`src/rtl/axi_wr_stream_pkg.sv`:
```
// Shared constants for the AXI write-stream master: softreg map, AXI size code
// and the 4 KB page burst-length helper.
package axi_wr_stream_pkg;

    localparam logic [31:0] SR_WR_ADDR  = 32'h10;
    localparam logic [31:0] SR_CREDITS  = 32'h18;
    localparam logic [31:0] SR_WR_WORDS = 32'h20;
    localparam logic [31:0] SR_BEATS    = 32'h28;
    localparam logic [31:0] SR_BURSTS   = 32'h30;
    localparam logic [31:0] SR_ERRS     = 32'h38;

    localparam logic [2:0] AXI_SIZE_64B = 3'b110;
    localparam int         BEATS_PER_4K = 64;

    // Beats left in the transfer, clipped to the beats left in the current 4 KB page.
    function automatic logic [6:0] burst_len(input logic [63:0] words, input logic [63:0] addr);
        logic [6:0] room;
        room = 7'(BEATS_PER_4K) - {1'b0, addr[11:6]};
        if (words < {57'd0, room})
            return words[6:0];
        return room;
    endfunction

endpackage

```
`src/rtl/wr_burst_len_fifo.sv`:
```
// Burst-length queue: remembers the length of every accepted AW so the W side
// knows where each burst ends. Show-ahead head, synchronous reset.
module wr_burst_len_fifo #(
    parameter int LOG_DEPTH = 3
) (
    input  logic       clk,
    input  logic       rst,
    input  logic       push,
    input  logic [6:0] push_data,
    input  logic       pop,
    output logic [6:0] head,
    output logic       full,
    output logic       empty
);

    localparam int DEPTH = 1 << LOG_DEPTH;

    logic [6:0]         mem [DEPTH];
    logic [LOG_DEPTH:0] wr_ptr;
    logic [LOG_DEPTH:0] rd_ptr;

    always_ff @(posedge clk) begin
        if (rst) begin
            wr_ptr <= '0;
            rd_ptr <= '0;
        end else begin
            if (push)
                wr_ptr <= wr_ptr + 1'b1;
            if (pop)
                rd_ptr <= rd_ptr + 1'b1;
        end
    end

    always_ff @(posedge clk) begin
        if (push)
            mem[wr_ptr[LOG_DEPTH-1:0]] <= push_data;
    end

    // Extra pointer MSB distinguishes full from empty when the indices match.
    assign empty = (wr_ptr == rd_ptr);
    assign full  = (wr_ptr[LOG_DEPTH] != rd_ptr[LOG_DEPTH]) &&
                   (wr_ptr[LOG_DEPTH-1:0] == rd_ptr[LOG_DEPTH-1:0]);
    assign head  = mem[rd_ptr[LOG_DEPTH-1:0]];

endmodule

```
`src/rtl/axi_wr_stream.sv`:
```
// AXI4 write master: drains a 512-bit stream into memory as bursts that never
// cross a 4 KB page, throttled by a credit counter replenished by B responses.
module axi_wr_stream
    import axi_wr_stream_pkg::*;
#(
    parameter int LOG_BQ_DEPTH = 3,
    parameter int CREDIT_W     = 8
) (
    input  logic         clk,
    input  logic         rst,
    output logic [15:0]  awid_m,
    output logic [63:0]  awaddr_m,
    output logic [7:0]   awlen_m,
    output logic [2:0]   awsize_m,
    output logic         awvalid_m,
    input  logic         awready_m,
    output logic [511:0] wdata_m,
    output logic [63:0]  wstrb_m,
    output logic         wlast_m,
    output logic         wvalid_m,
    input  logic         wready_m,
    input  logic [15:0]  bid_m,
    input  logic [1:0]   bresp_m,
    input  logic         bvalid_m,
    output logic         bready_m,
    input  logic         in_valid,
    input  logic [511:0] in_data,
    output logic         in_ready,
    input  logic         softreg_req_valid,
    input  logic         softreg_req_isWrite,
    input  logic [31:0]  softreg_req_addr,
    input  logic [63:0]  softreg_req_data,
    output logic         softreg_resp_valid,
    output logic [63:0]  softreg_resp_data
);

    logic [63:0]         wr_addr;
    logic [63:0]         wr_words;
    logic [63:0]         beats_written;
    logic [63:0]         bursts_done;
    logic [63:0]         err_cnt;
    logic [CREDIT_W-1:0] credits;
    logic [6:0]          beat_cnt;
    logic [6:0]          len;
    logic [6:0]          head_len;
    logic                q_full;
    logic                q_empty;
    logic                aw_hs;
    logic                w_hs;
    logic                w_last_hs;
    logic                b_hs;
    logic                sr_wr;
    logic                sr_rd;
    logic                unused_bits;

    assign unused_bits = ^{bid_m, softreg_req_data[63:CREDIT_W]};

    assign sr_wr = softreg_req_valid && softreg_req_isWrite;
    assign sr_rd = softreg_req_valid && !softreg_req_isWrite;

    assign len       = burst_len(wr_words, wr_addr);
    assign awid_m    = '0;
    assign awaddr_m  = wr_addr;
    assign awlen_m   = {1'b0, len - 7'd1};
    assign awsize_m  = AXI_SIZE_64B;
    assign awvalid_m = (wr_words != '0) && (credits != '0) && !q_full;
    assign aw_hs     = awvalid_m && awready_m;

    // W is gated on a queued burst, so data can never run ahead of its AW.
    assign wdata_m   = in_data;
    assign wstrb_m   = '1;
    assign wvalid_m  = in_valid && !q_empty;
    assign in_ready  = wready_m && !q_empty;
    assign wlast_m   = (beat_cnt == head_len - 7'd1);
    assign w_hs      = wvalid_m && wready_m;
    assign w_last_hs = w_hs && wlast_m;

    assign bready_m  = 1'b1;
    assign b_hs      = bvalid_m;

    wr_burst_len_fifo #(
        .LOG_DEPTH (LOG_BQ_DEPTH)
    ) u_len_fifo (
        .clk       (clk),
        .rst       (rst),
        .push      (aw_hs),
        .push_data (len),
        .pop       (w_last_hs),
        .head      (head_len),
        .full      (q_full),
        .empty     (q_empty)
    );

    always_ff @(posedge clk) begin
        if (rst) begin
            wr_addr  <= '0;
            wr_words <= '0;
            credits  <= CREDIT_W'(8);
        end else begin
            if (sr_wr && softreg_req_addr == SR_WR_ADDR)
                wr_addr <= softreg_req_data;
            else if (aw_hs)
                wr_addr <= wr_addr + {51'd0, len, 6'd0};

            if (sr_wr && softreg_req_addr == SR_WR_WORDS)
                wr_words <= softreg_req_data;
            else if (aw_hs)
                wr_words <= wr_words - {57'd0, len};

            // A simultaneous AW and B cancel out.
            if (sr_wr && softreg_req_addr == SR_CREDITS)
                credits <= softreg_req_data[CREDIT_W-1:0];
            else if (aw_hs && !b_hs)
                credits <= credits - 1'b1;
            else if (b_hs && !aw_hs)
                credits <= credits + 1'b1;
        end
    end

    always_ff @(posedge clk) begin
        if (rst) begin
            beat_cnt <= '0;
        end else if (w_last_hs) begin
            beat_cnt <= '0;
        end else if (w_hs) begin
            beat_cnt <= beat_cnt + 7'd1;
        end
    end

    always_ff @(posedge clk) begin
        if (rst) begin
            beats_written <= '0;
            bursts_done   <= '0;
            err_cnt       <= '0;
        end else if (sr_wr && softreg_req_addr == SR_WR_WORDS) begin
            beats_written <= '0;
            bursts_done   <= '0;
            err_cnt       <= '0;
        end else begin
            if (w_hs)
                beats_written <= beats_written + 64'd1;
            if (b_hs)
                bursts_done <= bursts_done + 64'd1;
            if (b_hs && bresp_m != 2'b00)
                err_cnt <= err_cnt + 64'd1;
        end
    end

    always_ff @(posedge clk) begin
        if (rst) begin
            softreg_resp_valid <= 1'b0;
            softreg_resp_data  <= '0;
        end else begin
            softreg_resp_valid <= sr_rd;
            softreg_resp_data  <= '0;
            if (sr_rd) begin
                case (softreg_req_addr)
                    SR_BEATS:  softreg_resp_data <= beats_written;
                    SR_BURSTS: softreg_resp_data <= bursts_done;
                    SR_ERRS:   softreg_resp_data <= err_cnt;
                    default:   softreg_resp_data <= '0;
                endcase
            end
        end
    end

endmodule

```
`config.mk`:
```
export PLATFORM = sky130hd
export DESIGN_NAME = axi_wr_stream
export DESIGN_NICKNAME = d
export VERILOG_FILES = /design/src/rtl/axi_wr_stream_pkg.sv /design/src/rtl/wr_burst_len_fifo.sv /design/src/rtl/axi_wr_stream.sv
export SDC_FILE = /design/constraint.sdc
export NUM_CORES = 1
export LEC_CHECK = 0
export CAP_MARGIN = 20
export CORE_AREA = 2 2 527 529
export CTS_CLUSTER_SIZE = 30
export DETAILED_ROUTE_END_ITERATION = 7
export DIE_AREA = 0 0 529 531
export PLACE_DENSITY_LB_ADDON = 0.05
export RECOVER_POWER = 25
export SYNTH_ARGS = -nofsm -noshare
export SYNTH_HDL_FRONTEND = slang
export SYNTH_SLANG_ARGS = --single-unit
```
`constraint.sdc`:
```
create_clock -name clk -period 6.1 [get_ports clk]
set_input_delay 0.61 -clock clk [delete_from_list [all_inputs] [get_ports clk]]
set_output_delay 0.61 -clock clk [all_outputs]
set_load 0.01 [all_outputs]
```
# [Word-level counts from Yosys, hierarchy flattened]
# Memories as Yosys holds them, arrays and structs flattened. A register that Yosys moved wholly into a read port is not among the register bits.
# Cells that the tools add are included.
[word_totals] register_bits=408 mem_count=1 mem_bits_rw=56 latch_bits=0 mem_bits_ro=0 wordCells=82 out_inout_bits=737 input_bits=634
[mem_list] name="u_len_fifo.mem" words=8 width=7 read_ports=1 rd_ports_with_merged_regs=1 write_ports=1 line_no="wr_burst_len_fifo.sv:18" rtl="logic [6:0] mem [DEPTH];"
[classes] n_bitwise=1 eq_ne=10 reduce_logical=30 multipliers=0 n_lt_le_gt_ge=1 n_shift=0 div=0 n_mux=15 add_sub_neg=13
[ops] operator="$mux W64" count=4
[ops] operator="$add A64 B1 Y64 const B" count=3
[ops] operator="$pmux W64 S3" count=1
[ops] operator="$eq A32 B6 Y1 const B" count=4
[ops] operator="$add A64 B13 Y64" count=1
[ops] operator="$eq A32 B5 Y1 const B" count=2
[ops] operator="$lt A64 B7 Y1" count=1
[ops] operator="$reduce_bool A64 Y1" count=1
[ops] operator="$sub A64 B7 Y64" count=1
[ops] operator="$mux W8" count=3
[ops] operator="$logic_and A1 B1 Y1" count=16
[ops] operator="$mux W7" count=2
[ops] operator="$sub A7 B1 Y7 const B" count=2
[ops] operator="$add A4 B1 Y4 const B" count=2
[ops] operator="$add A8 B1 Y8 const B" count=1
[ops] operator="$reduce_bool A8 Y1" count=1
[ops] operator="$sub A8 B1 Y8 const B" count=1
[ops] operator="$add A7 B1 Y7 const B" count=1
[ops] operator="$eq A7 B7 Y1" count=1
[ops] operator="$sub A7 B6 Y7 const A" count=1
[ops] operator="$mux W3" count=2
[ops] operator="$reduce_bool A2 Y1" count=3
[ops] operator="$reduce_or A2 Y1" count=3
[ops] operator="$logic_not A1 Y1" count=5
[ops] operator="other kinds (6)" count=8

# [Longest topological paths before layout]
# Gate-level depths: netlist of run 1.
[depth] depth_word=10 mapped_depth=26 depth_no_buf=23

# [Modules after synthesis]
# From an unflattened synthesis of run 1, not the netlist that was laid out.
[unflattened] cells_unflattened=3240 area_unflattened_um2=27584.0
[by_module_without_submodules] mod="axi_wr_stream" cells_each=3102 seq_area_each_um2=8007.7 area_each_um2=24927.7 n_inst=1
[by_module_without_submodules] mod="wr_burst_len_fifo" cells_each=138 seq_area_each_um2=1901.8 area_each_um2=2656.3 n_inst=1

# [Worst setup path before layout of run 1]
# Ideal clock, no wire load.
[synth_path] path_kind="reg-to-reg" start="reg wr_addr[6], in the netlist awaddr_m[6]" end="reg wr_words[50]" required_ps=6009 period_less_slack_ps=6258 arrival_ps=6167 path_buffers=3 stages_incl_launch_ff=26 path_slack_ps=-158 cell_sequence="dfxtp_1 > inv_1 > ha_1 > or3b_2 > nor3_1 > inv_1 > ha_1 > and2_1 > a221oi_4 > and2_1 > clkbuf_1 > a21oi_1 > inv_1 > ha_1 > inv_1 > ha_1 > clkbuf_1 > nor2_1 > a22oi_1 > a21o_1 > o311a_1 > o41ai_4 > nand4b_2 > buf_2 > or3_1 > a311oi_1"
[synth_between] elab_chain_len=7
[synth_lines] item="start, declared" line_no="axi_wr_stream.sv:37" rtl="logic [63:0] wr_addr;"
[synth_lines] item="start signal, assigned" line_no="axi_wr_stream.sv:101" rtl="wr_addr <= softreg_req_data;"
[synth_lines] item="start signal, assigned" line_no="axi_wr_stream.sv:103" rtl="wr_addr <= wr_addr + {51'd0, len, 6'd0};"
[synth_lines] item="$sub A7 B6 Y7 (*)" line_no="axi_wr_stream_pkg.sv:18" rtl="room = 7'(BEATS_PER_4K) - {1'b0, addr[11:6]};"
[synth_lines] item="$lt A64 B7 Y1" line_no="axi_wr_stream_pkg.sv:19" rtl="if (words < {57'd0, room})"
[synth_lines] item="$mux W1" line_no="axi_wr_stream_pkg.sv:19"
[synth_lines] item="$mux W7 (*)" line_no="axi_wr_stream_pkg.sv:21" rtl="return room;"
[synth_lines] item="via len[0]" line_no="axi_wr_stream.sv:44" rtl="logic [6:0] len;"
[synth_lines] item="$sub A64 B7 Y64 (*)" line_no="axi_wr_stream.sv:108" rtl="wr_words <= wr_words - {57'd0, len};"
[synth_lines] item="$mux W64 (*)" line_no="axi_wr_stream.sv:107" rtl="else if (aw_hs)"
[synth_lines] item="$mux W64 (*)" line_no="axi_wr_stream.sv:105" rtl="if (sr_wr && softreg_req_addr == SR_WR_WORDS)"
[synth_lines] item="end signal, assigned" line_no="axi_wr_stream.sv:106" rtl="wr_words <= softreg_req_data;"
[synth_lines] item="end signal, assigned" line_no="axi_wr_stream.sv:108"
[synth_lines] item="end, declared" line_no="axi_wr_stream.sv:38" rtl="logic [63:0] wr_words;"
# The timed path passes the listed nets; every way through them passes the cells marked *. The select of a mux whose other input is x is not followed.
# A chain may end at the register's enable or synchronous reset.

# [Worst setup path in the final report of run 1]
[layout_path] start="reg wr_addr[6], in the netlist awaddr_m[6]" end="out awlen_m[5]"
[layout_between] elab_chain_len=5
[layout_lines] item="$sub A7 B6 Y7 (*)" line_no="axi_wr_stream_pkg.sv:18"
[layout_lines] item="$lt A64 B7 Y1" line_no="axi_wr_stream_pkg.sv:19"
[layout_lines] item="$mux W1" line_no="axi_wr_stream_pkg.sv:19"
[layout_lines] item="$mux W7 (*)" line_no="axi_wr_stream_pkg.sv:21"
[layout_lines] item="via len[4]" line_no="axi_wr_stream.sv:44"
[layout_lines] item="$sub A7 B1 Y7 (*)" line_no="axi_wr_stream.sv:64" rtl="assign awlen_m = {1'b0, len - 7'd1};"
[layout_lines] item="end, declared" line_no="axi_wr_stream.sv:13" rtl="output logic [7:0] awlen_m,"
# The timed path passes the listed nets; every way through them passes the cells marked *.

==> reports/qor.yml, run 1 <==
outcome: "completed"
leakagePower_nw: 10.8
yosysSeqAreaShare: 0.359
whs_ps: 274
setup-violations-final: 0
synthTopCellsByArea: "dfxtp_1, buf_4, edfxtp_1"
yosysTopAreaCell: "dfxtp_1"
yosysMostFrequentCell: "buf_4"
grt_pass1_wl_microns: 181000
crit_chain: "inv_1, ha_1, nor3b_4, xnor2_1, inv_1, ha_1, a21oi_1, o2111ai_1, a221oi_4, and2_2, buf_4, buf_4, o21ai_1, nor3_2, and3_1, xnor2_1, clkdlybuf4s50_1"
cts.sinks: 467
die-area_sq_um: 281000
num-nets-final: 3645
peakVddDrop_mv: 0.261
antenna_found_initial: 12
dp_hpwl_microns: 101000
critPathMaxFanout: 10
drt_iter0_drc: 904
yosysTopAreaCellShare: 0.298
synth.cell_area_sq_um: 27600
place_area_sq_um: 30800
endpoint_kind: "output port"
synth_cell_types: 82
place_ws_ps: 229
grt_pass1_vias: 21800
min_path_type: "in2reg"
tightest_slew_ps: 1040
slew_headroom: 0.303
core_area_sq_um: 275000
routedWlPerCell_microns: 20.1
rows: 193
p_clk_frac: 0.326
drv_slew: 0
stdcell_area_sq_um: 33300
die_h_microns: 531
dr.pass1.iters: 4
hp-start: "rst"
port_buffers: 245
clock_latency_ps: 720
rsz0062_at_grt: "false"
path_buf_inv: 5
grt_max_degree: 96
switching_power_mw: 5.38
ctsHoldBuffers: 0
drv_cap: 0
cts_buffers: 75
fin_util: 0.121
skew_ps: 35.9
drive_above_1_share: 0.110
max_stage_delay_ps: 610
setup_tns_ps: 0
period_minus_slack_ps: 5680
synth_cells: 3213
hold_end: "u_len_fifo.wr_ptr[3]$_SDFFE_PP0P_"
vias: 20800
nFillCells: 31500
cts_tree: "yes"
fin_crit_sh: 0.931
fmax_mhz: 176
worstSetupPathType: "reg2out"
clkTransAtPathRegs_ps: 60
dp.cells: 6509
via_per_inst: 3.13
drt-total-wl_microns: 133000
place_congestion: 0.663
die_w_microns: 529
cp.required_ps: 5490
r2r_cells: 24
syn_area_per_cell_sq_um: 8.58
timing.rr.end: "awaddr_m[63]$_SDFFE_PP0P_"
synthArstFlopShare: 0
rr_startpoint: "awaddr_m[6]$_SDFFE_PP0P_"
grt.total_usage: 0.0918
start_util: 0.100
synthTopCellsByCount: "buf_4, nor2_1, dfxtp_1"
ys_warn_count: 0
power_mw: 13.6
swShare: 0.394
crit_path_top_delay_cell: "clkdlybuf4s50_1"
final-hold-violation-count: 0
worstPathArrival_ps: 5070
power_density_nw_per_um2: 410
startpoint_type: "register"
cts_root_buffer: "clkbuf_16"
grt_overflow_total: 0
synth-edff-count: 56
hold_depth: 2
seqPwrFrac: 0.272
cp_top_family: "buffers and inverters"
pwr-share-comb: 0.402
finalNonFillerCells: 6647
synth_ff_type: "dfxtp_1"
clockBufferDepth: 3
ant_nets: 0
ios: 1371
ys_seq_elements: 467
syn_to_final_growth_pct: 20.7
setup_slack_ps: 418
rrSetupSlack_ps: 470
power.internal_mw: 8.27
h-tree-depth: 3
drc: 0
[state kept, by name (all words and copies together), names as in the netlist, named ones only]
signal              cells
softreg_resp_valid      1
u_len_fifo.wr_ptr       4
beats_written          64
bursts_done            64
beat_cnt                7
u_len_fifo.mem         56
err_cnt                64
wr_words               64
credits                 8
awaddr_m               64
softreg_resp_data      64
u_len_fifo.rd_ptr       4
[cell type report]
type	instances	area, sq um	area share
multi-input cells	2042	12900	0.387
flip-flops and latches	467	9910	0.298
repair buffers	349	3370	0.101
well taps	3607	4510	0.136
inverters	45	169	0.00507
diodes	5	12.5	0.000376
clock buffers	103	2050	0.0616
clock inverters	29	392	0.0118
[layout by cell type (no fill, tap or decap), drive strengths merged, types with 10 or more instances in the layout]
master / count
inv: 47
clkbuf: 103
or4: 10
and2: 22
clkinv: 22
ha: 29
nand4: 55
buf: 107
and4: 28
xnor2: 102
a22oi: 66
nand3: 106
or3: 61
a311oi: 26
and3: 47
edfxtp: 56
nor3: 59
mux2i: 23
o211ai: 10
dfxtp: 411
a21oi: 74
o22ai: 11
mux4: 14
clkdlybuf4s50: 242
a211oi: 89
nor4: 39
nor2: 444
nor2b: 17
xor2: 186
mux2: 62
conb: 85
nand2b: 11
o21ai: 80
nand2: 191
[logic make-up after synthesis]
kind of cell	Yosys count	synth area share
compound gates	418	0.105
other cells	2	0.000272
simple gates	1119	0.194
fa+ha+maj	31	0.0146
mux	99	0.0451
xor+xnor	290	0.0931
buf+inv	787	0.189
flops	467	0.359
[timing repair]
item | 4_1_cts | 5_1_grt
endpoints found under the setup margin | 0 | 34
setup buffers | 0 | 0
resized for setup | 0 | 6
[metal layers]
layer  vias up  wire (microns)  GRT usage
li1       9968               -          -
met1      9766           62700      0.120
met2       772           56800      0.136
met3       269            9860     0.0363
met4        22            3600     0.0279
met5         -             513     0.0135
[worst max path at each step]
stage	from	slack, ps	depth (start not counted)	to
6_report	awaddr_m[6]$_SDFFE_PP0P_	420	17	awlen_m[5]
5_1_grt	awaddr_m[6]$_SDFFE_PP0P_	1	25	wr_words[44]$_SDFFE_PP0P_
4_1_cts	awaddr_m[6]$_SDFFE_PP0P_	70	17	awlen_m[5]
3_5_place_dp	awaddr_m[6]$_SDFFE_PP0P_	230	23	awaddr_m[47]$_SDFFE_PP0P_
3_3_place_gp	awaddr_m[6]$_SDFFE_PP0P_	220	23	awaddr_m[47]$_SDFFE_PP0P_
2_1_floorplan	awaddr_m[6]$_SDFFE_PP0P_	80	26	wr_words[50]$_SDFFE_PP0P_
[power by group through the flow]
stage | Clock (mW) | Sequential [mW] | Combinational [mW]
detailed placement | 0 | 3.78 | 5.65
floorplan | 0 | 3.68 | 3.53
global route | 4.83 | 3.75 | 6.08
CTS | 4.74 | 3.71 | 5.67
finish | 4.45 | 3.71 | 5.49
global placement | 0 | 3.79 | 5.74
Note: power is estimated with default switching activity, not from simulation.
==> run 2, diff against run 1 <==
Settings changed: MAX_ROUTING_LAYER set to met4, RECOVER_POWER 25 to 50.
==> run 2 against run 1 <==
Net effect:
- largest cell class unchanged
- critical path depth stayed put
- combinational power hardly changed
- power fell by 0.15%
- clock-buffer cell count did not move
- die area stayed put
- largest power group unchanged
- critical endpoint unchanged
- sequential cell count unchanged
==> reports/qor.yml, run 2 (synthesis results as in run 1) <==
outcome: "completed"  # unchanged
h-tree-depth: 3  # unchanged
grt.total_usage: 0.0945  # was 0.0918
port_buffers: 245  # unchanged
rsz0062_at_grt: "false"  # unchanged
worstSetupPathType: "reg2out"  # unchanged
syn_to_final_growth_pct: 20.7  # about the same
clkTransAtPathRegs_ps: 60  # about the same
busiest_layer: "met2"  # unchanged
critPathMaxFanout: 10  # unchanged
met3_usage: 0.0360  # was 0.0363
peakVddDrop_mv: 0.262  # was 0.261 mV
max_stage_delay_ps: 610  # about the same
vias: 20700  # was 20800
cts_tree: "yes"  # unchanged
ios: 1371  # unchanged
place_congestion: 0.669  # was 0.663
routedWlPerCell_microns: 20.1  # about the same
grt_overflow_total: 0  # unchanged
antenna_found_initial: 13  # was 12
endpoint_kind: "output port"  # unchanged
min_path_type: "in2reg"  # unchanged
core_area_sq_um: 275000  # unchanged
final_common_cell: "nor2_1"  # unchanged
start_util: 0.100  # unchanged
layout_common_cells: "nor2_1, dfxtp_1, nand2_1"  # was nor2_1, dfxtp_1, clkdlybuf4s50_1
ant_nets: 0  # unchanged
cts_setup_buffers: 0  # unchanged
via_per_inst: 3.12  # was 3.13
grt_pass1_wl_microns: 181000  # about the same
num-nets-final: 3645  # unchanged
dp_hpwl_microns: 101000  # unchanged
cts.sinks: 467  # unchanged
skew_ps: 33.8  # was 35.9 ps
die_h_microns: 531  # unchanged
fmax_mhz: 177  # was 176 MHz
drv_slew: 0  # unchanged
period_minus_slack_ps: 5650  # was 5680 ps
path_buf_inv: 5  # unchanged
die_w_microns: 529  # unchanged
dr.pass1.iters: 5  # was 4
startpoint_type: "register"  # unchanged
ctsResizeCount: 0  # unchanged
ctsHoldBuffers: 0  # unchanged
crit_chain: "inv_1, ha_1, nor3b_4, xnor2_1, inv_1, ha_1, a21oi_1, o2111ai_1, a221oi_4, and2_2, buf_4, buf_4, o21ai_1, nor3_2, and3_1, xnor2_1, clkdlybuf4s50_1"  # unchanged
drv_cap: 0  # unchanged
tightest_slew_ps: 1430  # was 1040 ps
drt_iter0_drc: 989  # was 904
rows: 193  # unchanged
cp_top_family: "buffers and inverters"  # unchanged
clock_latency_ps: 720  # about the same
slew_headroom: 0.0458  # was 0.303
fin_crit_sh: 0.927  # was 0.931
drt-total-wl_microns: 133000  # about the same
cts_buffers: 75  # unchanged
drc: 0  # unchanged
grt_max_degree: 96  # unchanged
crit_path_top_delay_cell: "clkdlybuf4s50_1"  # unchanged
worstPathArrival_ps: 5040  # was 5070 ps
leakagePower_nw: 11.1  # was 10.8 nW
cp.required_ps: 5490  # about the same
grt_pass1_vias: 21700  # was 21800
power_density_nw_per_um2: 409  # was 410 nW/um^2
power_mw: 13.6  # about the same
drive_above_1_share: 0.110  # about the same
setup_tns_ps: 0  # unchanged
die-area_sq_um: 281000  # unchanged
cts_root_buffer: "clkbuf_16"  # unchanged
final-hold-violation-count: 0  # unchanged
use_met2: 0.136  # about the same
met1_usage: 0.121  # was 0.120
setup-violations-final: 0  # unchanged
clockBufferDepth: 3  # unchanged
run 2: cell types whose count changed in the layout (fill, tap and decap cells not counted):
| cell | before | now |
|---|---|---|
| clkdlybuf4s50_1 | 242 | 168 |
| diode_2 | 5 | 10 |
| nor3b_2 | 3 | 2 |
| dlygate4sd3_1 | 0 | 74 |
| nor3b_1 | 4 | 5 |
run 2: final timing paths:
check | cells past startpoint | slack [ps] | end | from
setup / recovery | 17 | 450 | awlen_m[5] | awaddr_m[6]$_SDFFE_PP0P_
hold / removal | 2 | 270 | u_len_fifo.wr_ptr[3]$_SDFFE_PP0P_ | rst
setup reg to reg | 24 | 480 | awaddr_m[63]$_SDFFE_PP0P_ | awaddr_m[6]$_SDFFE_PP0P_
hold reg to reg | 2 | 460 | awaddr_m[0]$_SDFFE_PP0P_ | awaddr_m[0]$_SDFFE_PP0P_
run 2: cell type report:
cell class | instances | area [sq um]
Fill cell | 31500 | 242000
Timing Repair Buffer | 349 | 3370
Multi-Input combinational cell | 2042 | 12900
Clock buffer | 103 | 2050
Tap cell | 3607 | 4510
Sequential cell | 467 | 9910
Inverter | 45 | 169
Clock inverter | 29 | 392
Antenna cell | 10 | 25.0
run 2: through the flow:
step                      area (sq um)  std cells  hold WS, ps   util  setup slack (ps)
final                            33300       6652          270  0.121               447
after global routing             33300       6649          220  0.121              1.46
after global placement           30800       6509          465  0.112               219
after floorplan                  27900       3296          458      -              82.0
after CTS                        33300       6641          197  0.121              74.6
after detailed placement         30800       6509          456  0.112               229
run 2: where the power goes:
part	internal [mW]	switching, mW
Clock	2.59	1.85
Sequential	3.47	0.241
Combinational	2.21	3.27
Total	8.27	5.36
run 2: routing by layer:
metal / up-vias / wire (microns)
met2: 744 / 56900
met4: 0 / 3540
met5: - / 0
met1: 9770 / 63000
li1: 9973 / -
met3: 259 / 10000
==> run 3, diff against run 2 <==
Settings changed: PLACE_DENSITY set to 0.35, PLACE_DENSITY_LB_ADDON 0.05 to not set.
==> run 3 against run 2 <==
Net effect:
- register-to-register slack about the same
- critical path type unchanged
- largest cell class unchanged
- sequential cell count is the same
- critical path depth unchanged
- core utilization barely moved
- global-route usage rose by 0.61 points
- combinational power barely moved
- clock-buffer cell count decreased by 13
- clock skew is 4.7 ps higher
==> reports/qor.yml, run 3 (synthesis results as in run 1) <==
rows: 193  # unchanged
multi_input_area_sq_um: 12900  # about the same
worstSetupPathType: "reg2out"  # unchanged
crit_chain: "inv_1, ha_1, nor3b_4, xnor2_2, inv_1, ha_1, a21oi_1, o2111ai_1, a221oi_4, and2_2, buf_6, o21ai_0, buf_4, nor3_1, nand3_1, xnor2_2, clkdlybuf4s50_1"  # was inv_1, ha_1, nor3b_4, xnor2_1, inv_1, ha_1, a21oi_1, o2111ai_1, a221oi_4, and2_2, buf_4, buf_4, o21ai_1, nor3_2, and3_1, xnor2_1, clkdlybuf4s50_1
vias: 21600  # was 20700
cts.sinks: 467  # unchanged
endpoint_kind: "output port"  # unchanged
drc: 0  # unchanged
power_mw: 13.6  # about the same
clock_latency_ps: 710  # was 720 ps
clkTransAtPathRegs_ps: 60  # about the same
dr.pass1.iters: 5  # unchanged
grt.total_usage: 0.101  # was 0.0945
final_common_cell: "nor2_1"  # unchanged
power_density_nw_per_um2: 408  # was 409 nW/um^2
layout_common_cells: "nor2_1, dfxtp_1, nand2_1"  # unchanged
cts_buffers: 68  # was 75
startpoint_type: "register"  # unchanged
grt_overflow_total: 0  # unchanged
cts_tree: "yes"  # unchanged
via_per_inst: 3.25  # was 3.12
syn_to_final_growth_pct: 20.8  # was 20.7%
cp.required_ps: 5490  # about the same
drive_above_1_share: 0.113  # was 0.110
r2r_cells: 26  # was 24
rrSetupSlack_ps: 490  # was 480 ps
max_stage_delay_ps: 590  # was 610 ps
slew_headroom: 0.322  # was 0.0458
grt_pass1_vias: 20900  # was 21700
drv_cap: 0  # unchanged
final-hold-violation-count: 0  # unchanged
num-nets-final: 3641  # was 3645
dp.cells: 6510  # was 6509
fmax_mhz: 178  # was 177 MHz
routedWlPerCell_microns: 21.6  # was 20.1 microns
core_area_sq_um: 275000  # unchanged
h-tree-depth: 3  # unchanged
rr_startpoint: "awaddr_m[6]$_SDFFE_PP0P_"  # unchanged
critPathMaxFanout: 16  # was 10
clockBufferDepth: 3  # unchanged
crit_start: "awaddr_m[6]$_SDFFE_PP0P_"  # unchanged
cts_root_buffer: "clkbuf_16"  # unchanged
drt-total-wl_microns: 143000  # was 133000 microns
timing.rr.end: "awaddr_m[44]$_SDFFE_PP0P_"  # was awaddr_m[63]$_SDFFE_PP0P_
grt_pass1_wl_microns: 189000  # was 181000 microns
dp_hpwl_microns: 112000  # was 101000 microns
die-area_sq_um: 281000  # unchanged
grt_max_degree: 110  # was 96
endpoint: "awlen_m[6]"  # was awlen_m[5]
port_buffers: 245  # unchanged
drv_slew: 0  # unchanged
tightest_slew_ps: 1010  # was 1430 ps
fin_crit_sh: 0.923  # was 0.927
start_util: 0.100  # unchanged
worstPathArrival_ps: 5020  # was 5040 ps
skew_ps: 38.5  # was 33.8 ps
regArea_sq_um: 9910  # unchanged
leakagePower_nw: 11.1  # about the same
min_path_type: "in2reg"  # unchanged
setup-violations-final: 0  # unchanged
antenna_found_initial: 10  # was 13
die_w_microns: 529  # unchanged
ios: 1371  # unchanged
crit_path_top_delay_cell: "clkdlybuf4s50_1"  # unchanged
nFillCells: 31600  # was 31500
drt_iter0_drc: 1101  # was 989
place_congestion: 0.740  # was 0.669
peakVddDrop_mv: 0.249  # was 0.262 mV
finalNonFillerCells: 6642  # was 6652
rsz0062_at_grt: "false"  # unchanged
ant_nets: 0  # unchanged
die_h_microns: 531  # unchanged
outcome: "completed"  # unchanged
period_minus_slack_ps: 5630  # was 5650 ps
run 3: power breakdown:
group | leakage (nW) | internal, mW | switching [mW]
clock network | 1.19 | 2.67 | 1.76
logic | 6.07 | 2.15 | 3.33
registers | 3.84 | 3.47 | 0.219
run 3: area by class of cell:
type,instances,share of cell area
diodes,3,0.000225
clock buffers,90,0.0569
clock inverters,36,0.0185
inverters,45,0.00507
multi-input cells,2042,0.387
flip-flops and latches,467,0.297
well taps,3607,0.135
repair buffers,352,0.0994
run 3: routing by layer:
| layer | track usage | up-vias | routed length (microns) |
|---|---|---|---|
| li1 | - | 9963 | - |
| met1 | 0.108 | 9969 | 54800 |
| met2 | 0.139 | 1295 | 60000 |
| met3 | 0.0780 | 327 | 23500 |
| met4 | 0.0352 | 0 | 5000 |
| met5 | - | - | 0 |
run 3: critical path: cells and delay by family, from the launching register on:
kind	cells	cell delay, ps
buffers and inverters	5	1200
AND/OR/NAND/NOR	4	950
AO/OA/AOI/OAI	4	870
adder cells (fa/ha/maj)	2	560
XOR/XNOR	2	430
flip-flops	1	310
run 3: repair_timing:
item                       4_1_cts  5_1_grt
hold buffers                     0        0
gates resized for setup          0       11
setup endpoints to repair        0       56
buffers inserted                 0        1
run 3: worst min-delay path by stage:
stage / from / endpoint / slack, ps / cells past startpoint
final: rst / u_len_fifo.rd_ptr[3]$_SDFFE_PP0P_ / 330 / 2
after global routing: rst / u_len_fifo.wr_ptr[3]$_SDFFE_PP0P_ / 260 / 2
after CTS: rst / credits[2]$_SDFFE_PP0P_ / 220 / 2
after detailed placement: awaddr_m[2]$_SDFFE_PP0P_ / awaddr_m[2]$_SDFFE_PP0P_ / 450 / 2
after global placement: awaddr_m[2]$_SDFFE_PP0P_ / awaddr_m[2]$_SDFFE_PP0P_ / 450 / 2
after floorplan: beats_written[40]$_SDFFE_PP0P_ / beats_written[40]$_SDFFE_PP0P_ / 460 / 2
run 3: per-stage QoR:
stage,setup TNS [ps],area (sq um),hold slack [ps],util,setup slack [ps]
after floorplan,0,27900,458,-,82.0
after global placement,-232,30700,446,0.112,-64.0
after detailed placement,0,30700,451,0.112,32.9
after CTS,0,33300,219,0.121,9.56
after global routing,0,33300,264,0.121,42.8
final,0,33300,329,0.121,470
